### src/rtl/pcs_rx_lock_ctrl_if.sv
// Signal bundle between the RX lock controller, the gearbox, pcs_sync_rx and the PMA.
interface pcs_rx_lock_ctrl_if #(
  parameter int unsigned HEAD_W = 2
);
  logic              sig_ok_i;
  logic              head_v_i;
  logic [HEAD_W-1:0] head_i;
  logic              sync_valid_o;
  logic [HEAD_W-1:0] sync_head_o;
  logic              sync_slip_i;
  logic              sync_lock_i;
  logic              gb_slip_o;
  logic              gb_slip_ack_i;
  logic              hi_ber_o;
  logic              link_up_o;
  logic [7:0]        slip_cnt_o;

  // Environment side: PMA, gearbox and pcs_sync_rx.
  modport master (
    output sig_ok_i, head_v_i, head_i, sync_slip_i, sync_lock_i, gb_slip_ack_i,
    input  sync_valid_o, sync_head_o, gb_slip_o, hi_ber_o, link_up_o, slip_cnt_o
  );

  // Controller side.
  modport slave (
    input  sig_ok_i, head_v_i, head_i, sync_slip_i, sync_lock_i, gb_slip_ack_i,
    output sync_valid_o, sync_head_o, gb_slip_o, hi_ber_o, link_up_o, slip_cnt_o
  );
endinterface

### src/rtl/pcs_rx_lock_ctrl.sv
// RX block-lock sequencer: header forwarding, handshaked gearbox slip,
// post-slip settle blanking, hi_ber monitor and link status.
module pcs_rx_lock_ctrl #(
  parameter int unsigned HEAD_W     = 2,
  parameter int unsigned SETTLE_CNT = 4,
  parameter int unsigned ACK_TO     = 16,
  parameter int unsigned BER_WIN    = 19531,
  parameter int unsigned BER_TH     = 16
) (
  input  logic                clk,
  input  logic                reset,
  pcs_rx_lock_ctrl_if.slave   bus
);

  localparam int unsigned SET_W = $clog2(SETTLE_CNT) + 1;
  localparam int unsigned TO_W  = $clog2(ACK_TO) + 1;
  localparam int unsigned WIN_W = $clog2(BER_WIN) + 1;
  localparam int unsigned ERR_W = $clog2(BER_TH) + 1;
  localparam int unsigned CNT_W = 8;

  typedef enum logic [1:0] {
    IDLE   = 2'd0,
    RUN    = 2'd1,
    SLIP   = 2'd2,
    SETTLE = 2'd3
  } state_e;

  state_e             state_q,    state_d;
  logic               gb_slip_q,  gb_slip_d;
  logic [CNT_W-1:0]   slip_cnt_q, slip_cnt_d;
  logic [SET_W-1:0]   settle_q,   settle_d;
  logic [TO_W-1:0]    to_q,       to_d;
  logic [WIN_W-1:0]   win_q,      win_d;
  logic [ERR_W-1:0]   err_q,      err_d;
  logic               hi_ber_q,   hi_ber_d;
  logic               link_up_q,  link_up_d;

  logic [HEAD_W-1:0]  head;
  logic               ber_active;
  logic               head_bad;
  logic [ERR_W-1:0]   err_sum;
  logic               ber_reached;
  logic               win_end;

  assign head = bus.head_i;

  // Headers pass straight through; valid only while running.
  assign bus.sync_head_o  = head;
  assign bus.sync_valid_o = bus.head_v_i & bus.sig_ok_i & (state_q == RUN);

  assign bus.gb_slip_o  = gb_slip_q;
  assign bus.slip_cnt_o = slip_cnt_q;
  assign bus.hi_ber_o   = hi_ber_q;
  assign bus.link_up_o  = link_up_q;

  // hi_ber bookkeeping terms for the current cycle.
  assign ber_active  = (state_q == RUN) && bus.sync_lock_i;
  assign head_bad    = bus.head_v_i && ((head == {HEAD_W{1'b0}}) || (head == {HEAD_W{1'b1}}));
  assign err_sum     = (head_bad && (err_q < ERR_W'(BER_TH))) ? err_q + ERR_W'(1) : err_q;
  assign ber_reached = (err_sum >= ERR_W'(BER_TH));
  assign win_end     = (win_q == WIN_W'(BER_WIN - 1));

  // Next-state, slip handshake, hi_ber monitor and link status.
  always_comb begin
    state_d    = state_q;
    gb_slip_d  = gb_slip_q;
    slip_cnt_d = slip_cnt_q;
    settle_d   = settle_q;
    to_d       = to_q;
    win_d      = win_q;
    err_d      = err_q;
    hi_ber_d   = hi_ber_q;
    link_up_d  = 1'b0;

    unique case (state_q)
      IDLE: begin
        if (bus.sig_ok_i) begin
          state_d = RUN;
        end
      end
      RUN: begin
        if (bus.sync_slip_i) begin
          state_d = SLIP;
          to_d    = '0;
        end
      end
      SLIP: begin
        if (!gb_slip_q) begin
          // Request rises one cycle after entering SLIP.
          gb_slip_d = 1'b1;
          to_d      = '0;
        end else if (bus.gb_slip_ack_i) begin
          gb_slip_d  = 1'b0;
          to_d       = '0;
          settle_d   = '0;
          slip_cnt_d = (slip_cnt_q == {CNT_W{1'b1}}) ? slip_cnt_q : slip_cnt_q + CNT_W'(1);
          state_d    = (SETTLE_CNT == 0) ? RUN : SETTLE;
        end else if (to_q == TO_W'(ACK_TO - 1)) begin
          // Gearbox never answered: abandon the slip and restart.
          gb_slip_d = 1'b0;
          to_d      = '0;
          state_d   = IDLE;
        end else begin
          to_d = to_q + TO_W'(1);
        end
      end
      SETTLE: begin
        if (bus.head_v_i) begin
          if (settle_q == SET_W'(SETTLE_CNT - 1)) begin
            settle_d = '0;
            state_d  = RUN;
          end else begin
            settle_d = settle_q + SET_W'(1);
          end
        end
      end
      default: begin
        state_d = IDLE;
      end
    endcase

    // Error-rate window only runs while locked in RUN.
    if (!ber_active) begin
      win_d    = '0;
      err_d    = '0;
      hi_ber_d = 1'b0;
    end else if (win_end) begin
      win_d    = '0;
      err_d    = '0;
      hi_ber_d = ber_reached;
    end else begin
      win_d    = win_q + WIN_W'(1);
      err_d    = err_sum;
      hi_ber_d = hi_ber_q | ber_reached;
    end

    link_up_d = bus.sync_lock_i & ~hi_ber_d & (state_q == RUN);

    // Loss of signal overrides everything, including a same-cycle ack.
    if (!bus.sig_ok_i) begin
      state_d    = IDLE;
      gb_slip_d  = 1'b0;
      slip_cnt_d = '0;
      settle_d   = '0;
      to_d       = '0;
      win_d      = '0;
      err_d      = '0;
      hi_ber_d   = 1'b0;
      link_up_d  = 1'b0;
    end
  end

  // State and output registers.
  always_ff @(posedge clk or posedge reset) begin
    if (reset) begin
      state_q    <= IDLE;
      gb_slip_q  <= 1'b0;
      slip_cnt_q <= '0;
      settle_q   <= '0;
      to_q       <= '0;
      win_q      <= '0;
      err_q      <= '0;
      hi_ber_q   <= 1'b0;
      link_up_q  <= 1'b0;
    end else begin
      state_q    <= state_d;
      gb_slip_q  <= gb_slip_d;
      slip_cnt_q <= slip_cnt_d;
      settle_q   <= settle_d;
      to_q       <= to_d;
      win_q      <= win_d;
      err_q      <= err_d;
      hi_ber_q   <= hi_ber_d;
      link_up_q  <= link_up_d;
    end
  end

endmodule

### src/flat_wrapper.sv
// flat-port wrapper written by rule: the top's interface ports become plain ports
module pcs_rx_lock_ctrl_flat 
#(
  parameter int unsigned HEAD_W     = 2,
  parameter int unsigned SETTLE_CNT = 4,
  parameter int unsigned ACK_TO     = 16,
  parameter int unsigned BER_WIN    = 19531,
  parameter int unsigned BER_TH     = 16
)
  (clk, reset, bus_sig_ok_i, bus_head_v_i, bus_head_i, bus_sync_slip_i, bus_sync_lock_i, bus_gb_slip_ack_i, bus_sync_valid_o, bus_sync_head_o, bus_gb_slip_o, bus_hi_ber_o, bus_link_up_o, bus_slip_cnt_o);
  pcs_rx_lock_ctrl_if #(.HEAD_W(HEAD_W)) bus_i ();
  input  logic clk;
  input  logic reset;
  input wire logic [$bits(bus_i.sig_ok_i)-1:0] bus_sig_ok_i;
  input wire logic [$bits(bus_i.head_v_i)-1:0] bus_head_v_i;
  input wire logic [$bits(bus_i.head_i)-1:0] bus_head_i;
  input wire logic [$bits(bus_i.sync_slip_i)-1:0] bus_sync_slip_i;
  input wire logic [$bits(bus_i.sync_lock_i)-1:0] bus_sync_lock_i;
  input wire logic [$bits(bus_i.gb_slip_ack_i)-1:0] bus_gb_slip_ack_i;
  output wire logic [$bits(bus_i.sync_valid_o)-1:0] bus_sync_valid_o;
  output wire logic [$bits(bus_i.sync_head_o)-1:0] bus_sync_head_o;
  output wire logic [$bits(bus_i.gb_slip_o)-1:0] bus_gb_slip_o;
  output wire logic [$bits(bus_i.hi_ber_o)-1:0] bus_hi_ber_o;
  output wire logic [$bits(bus_i.link_up_o)-1:0] bus_link_up_o;
  output wire logic [$bits(bus_i.slip_cnt_o)-1:0] bus_slip_cnt_o;
  assign bus_i.sig_ok_i = bus_sig_ok_i;
  assign bus_i.head_v_i = bus_head_v_i;
  assign bus_i.head_i = bus_head_i;
  assign bus_i.sync_slip_i = bus_sync_slip_i;
  assign bus_i.sync_lock_i = bus_sync_lock_i;
  assign bus_i.gb_slip_ack_i = bus_gb_slip_ack_i;
  assign bus_sync_valid_o = bus_i.sync_valid_o;
  assign bus_sync_head_o = bus_i.sync_head_o;
  assign bus_gb_slip_o = bus_i.gb_slip_o;
  assign bus_hi_ber_o = bus_i.hi_ber_o;
  assign bus_link_up_o = bus_i.link_up_o;
  assign bus_slip_cnt_o = bus_i.slip_cnt_o;
  pcs_rx_lock_ctrl #(.HEAD_W(HEAD_W), .SETTLE_CNT(SETTLE_CNT), .ACK_TO(ACK_TO), .BER_WIN(BER_WIN), .BER_TH(BER_TH)) u_core (.clk(clk), .reset(reset), .bus(bus_i));
endmodule
### config.mk
export PLATFORM = sky130hd
export DESIGN_NAME = pcs_rx_lock_ctrl_flat
export DESIGN_NICKNAME = d
export VERILOG_FILES = /design/src/rtl/pcs_rx_lock_ctrl_if.sv /design/src/rtl/pcs_rx_lock_ctrl.sv /design/src/flat_wrapper.sv
export SDC_FILE = /design/constraint.sdc
export NUM_CORES = 1
export LEC_CHECK = 0
export CORE_ASPECT_RATIO = 0.9
export CORE_MARGIN = 2
export CORE_UTILIZATION = 60
export CTS_CLUSTER_DIAMETER = 200
export DETAILED_ROUTE_END_ITERATION = 6
export PLACE_DENSITY = 0.83
export SLEW_MARGIN = 20
export SYNTH_ARGS = -nofsm -noshare
export SYNTH_HDL_FRONTEND = slang
export SYNTH_SLANG_ARGS = --single-unit
### constraint.sdc
create_clock -name clk -period 4.34 [get_ports clk]
set_input_delay 0.868 -clock clk [delete_from_list [all_inputs] [get_ports clk]]
set_output_delay 0.868 -clock clk [all_outputs]
set_load 0.01 [all_outputs]
==> summary.md <==
| Metric | Value |
|---|---|
| Sequential element share of the synthesized area | 0.4583 |
| Slowest CP cell | clkdlybuf4s50_1 |
| Critical Path End Type | output pin |
| P&R area growth vs syn | 16.75% |
| Crit-path max FO | 13 |
| Worst path max stage delay | 730 ps |
| Post-synthesis instance area | 0.002293 mm2 |
| Pin count of the biggest net entering global routing | 43 |
| Die footprint | 0.004334 mm2 |
| Pwr/cell area | 300.1 mW/mm2 |
| Final worst path period need | 3218 ps |
| FMAX | 0.3108 GHz |
| Total CTS buffers | 5 |
| Die height | 62.65 um |
| Vias in the first global route | 1582 |
| Synth Area in Simple Gates | 0.2619 |
| Largest family of logic cells by synthesized area | simple AND/OR/NAND/NOR gates |
| Psw | 0.1648 mW |
| Top cell by count, worst path | clkdlybuf4s50_1 |
| Reg clk slew, reported paths | 80 ps |
| Rows | 21 |
| Initial drt markers | 96 |
| Layout Nets | 274 |
| I/O Pins | 23 |
| Crit path required time | 3470 ps |
| Clk root buf | clkbuf_8 |
| Via-to-Cell Ratio | 5.657 |
| Flops & latches, synth | 42 |
| Clock tree sinks | 42 |
| Max-Slew Margin vs Limit | 0.4825 |
| Clk buf depth | 2 |
| PostCTS Resize Cnt | 0 |
| Clock power share | 0.459 |
| CTS tree | yes |
| N_diodes | 0 |
| Synth Area in XOR/XNOR | 0.08402 |
| Post-CTS Setup Bufs | 0 |
| Fin. Hold Viols | 0 |
| Worst Hold Class | flip-flop to flip-flop |
| Final setup violating endpoints | 0 |
| Gpl congestion | 0.8769 |
| Tot GR Track Use | 0.2102 |
| Power Internal | 0.6388 mW |
| Crit path cell chain | clkdlybuf4s50_1, and3_1, clkdlybuf4s50_1 |
| FFs w/ async S/R, synth | 1.000 |
| Layout cells sized above 1 | 0.07782 |
| Syn Area/Cell | 9.843 um2 |
| Period utilization | 0.7414 |
| Fin area | 0.002678 mm2 |
| Dpl hpwl | 2.821 mm |
| Area occupied by registers | 0.001051 mm2 |
| Initial antenna violation count | 0 |
| Slew Viols, Final | 0 |
| Post-synth EDFFs | 0 |
| Drt wl/cell | 13.55 um |
| Fillers | 270 |
| WP data arrival | 2350 ps |
| Critical Path Start | bus_sig_ok_i |
| Peak supply drop | 0.0002556 V |
| GRT Residual Overflow | 0 |
| DRC | 0 |
| Core area | 0.003705 mm2 |
| Part of the power in registers | 0.490 |
| Worst hold start | u_core.win_q[0]$_DFF_PP0_ |
| Port Buffers | 22 |
| Number of library cell types mapped by synthesis | 46 |
| Power Total | 0.8036 mW |
| Setup TNS | 0 ps |
| First-pass DRT Iterations | 4 |
| Combinational Power Share | 0.051 |
| R2R Path Start | u_core.win_q[0]$_DFF_PP0_ |
| Actual slew at the worst max-slew pin | 776.2 ps |
| Hold_buf cts | 0 |
| Multi-input logic area | 0.001166 mm2 |
| Syn Inst Count | 233 |
| Worst Skew | 5.078 ps |
| Outcome | completed |
| Sw Ratio | 0.2051 |
| First-pass GRT wire length | 7.362 mm |
| H-tree depth | 2 |
| RSZ-0062 raised after global routing | false |
| Initial Util | 0.6190 |
| Max cap viols | 0 |
| Syn Nets | 251 |
| Routed WL | 4.106 mm |
| Placed Area | 0.002540 mm2 |
| Synth Flop Type | dfrtp_1 |
| Yosys warns | 0 |
| CP startpoint kind | primary input |
| Clock Latency Late Sink | 300 ps |
| DR vias | 1714 |
| Leak Pwr | 1.129 nW |
| Reg2Reg Setup Slack | 2400 ps |
| Die X | 69.17 um |
| ANT nets after route | 0 |
| Synth Area in Compound Gates | 0.09056 |
| Adder-Cell Fraction of Synth Area | 0.04910 |
| Mux cell area share after synthesis | 0.02291 |
| Critical path type | primary input to output pin |
## cell usage in the layout (no fill, tap or decap), types with 3 or more instances in the layout
cell type        netlist  routed
clkdlybuf4s50_1        0      22
nand2b_1               5       5
a21oi_1                4       4
dfrtp_1               42      42
and3_1                 4       4
mux2i_1                3       3
xnor2_1               15      15
nor2b_1                5       5
clkbuf_8               0       5
o21ai_0                7       7
nand3_1               17      17
nor3_1                 4       4
inv_1                 10      10
xor2_1                 7       7
o211ai_1               4       4
nor2_2                 3       3
nand4_1                6       6
nor2_1                32      32
nand2_1               12      12
ha_1                   9       9
nor4_1                 4       4
## final cells by class
| type | count | share of cell area |
|---|---|---|
| Multi-Input combinational cell | 174 | 0.4355 |
| Timing Repair Buffer | 23 | 0.08505 |
| Tap cell | 46 | 0.02150 |
| Clock buffer | 5 | 0.02570 |
| Sequential cell | 42 | 0.3925 |
| Inverter | 10 | 0.01402 |
| Clock inverter | 3 | 0.02570 |
## kinds of logic after synthesis
family                     Yosys count
and+or+nand+nor                    108
DFF                                 42
AOI/OAI and AO/OA                   30
xor gates and xnor gates            22
buffers and inverters               17
adders and majority gates            9
muxes                                5
## registers in the layout (all words and copies together), names as in the netlist
| register | count |
|---|---|
| u_core.err_q | 5 |
| u_core.bus.gb_slip_o | 1 |
| u_core.settle_q | 3 |
| u_core.bus.hi_ber_o | 1 |
| u_core.bus.slip_cnt_o | 8 |
| u_core.to_q | 5 |
| u_core.bus.link_up_o | 1 |
| u_core.win_q | 16 |
| u_core.state_q | 2 |
## metal layers
| layer | track usage | routed length [um] | part of all wire | vias to the layer above |
|---|---|---|---|---|
| met2 | 0.3173 | 1874 | 0.46 | 27 |
| met3 | 0.06129 | 182 | 0.044 | 7 |
| met1 | 0.2988 | 2000 | 0.49 | 810 |
| li1 | - | - | - | 870 |
| met4 | 0.05637 | 48 | 0.012 | 0 |
| met5 | 0 | 0 | 0 | - |
## worst paths after layout
kind	to	depth (start not counted)
max	bus_sync_valid_o	3
min	u_core.win_q[0]$_DFF_PP0_	1
max reg2reg	u_core.win_q[13]$_DFF_PP0_	6
min reg2reg	u_core.win_q[0]$_DFF_PP0_	1
max in group asynchronous	u_core.win_q[6]$_DFF_PP0_	3
min in group asynchronous	u_core.bus.slip_cnt_o[0]$_DFFE_PP0P_	3
## through the flow
| step | hold slack, ps | instances | utilization | setup WS [ps] |
|---|---|---|---|---|
| global placement | 476.6 | 295 | 0.6856 | 1125 |
| finish | 490.5 | 303 | 0.7227 | 1122 |
| detailed placement | 488.7 | 295 | 0.6856 | 1116 |
| CTS | 497.6 | 303 | 0.7227 | 1120 |
| global route | 536.9 | 303 | 0.7227 | 1049 |
| floorplan | 453.6 | 233 | - | 2239 |
## power by group through the flow
stage                     clock (mW)  sequential [mW]  combinational (mW)
final                          0.369            0.394              0.0408
after global routing           0.397            0.394              0.0467
after CTS                      0.375            0.394              0.0419
after detailed placement           0            0.402              0.0417
after global placement             0            0.402              0.0413
after floorplan                    0            0.402              0.0247
## Yosys cell counts (4+ instances only)
master    number  share of area
nor3_1         4         0.0087
nor2b_1        5          0.014
nand3_1       17          0.037
buf_2          4         0.0087
xor2_1         7          0.027
and3_1         4          0.011
nand2b_1       5          0.014
nand2_1       12          0.020
xnor2_1       15          0.057
o21ai_0        7          0.015
ha_1           9          0.049
nand4_1        6          0.016
dfrtp_1       42           0.46
nor2_1        32          0.052
o211ai_1       4          0.013
a21oi_1        4         0.0087
inv_1         10          0.016
nor4_1         4          0.011
## critical path, delay by kind of cell
family	cells	cell delay, ps
buffers and inverters	2	1260
AND/OR/NAND/NOR	1	220
Note: power is estimated with default switching activity, not from simulation.
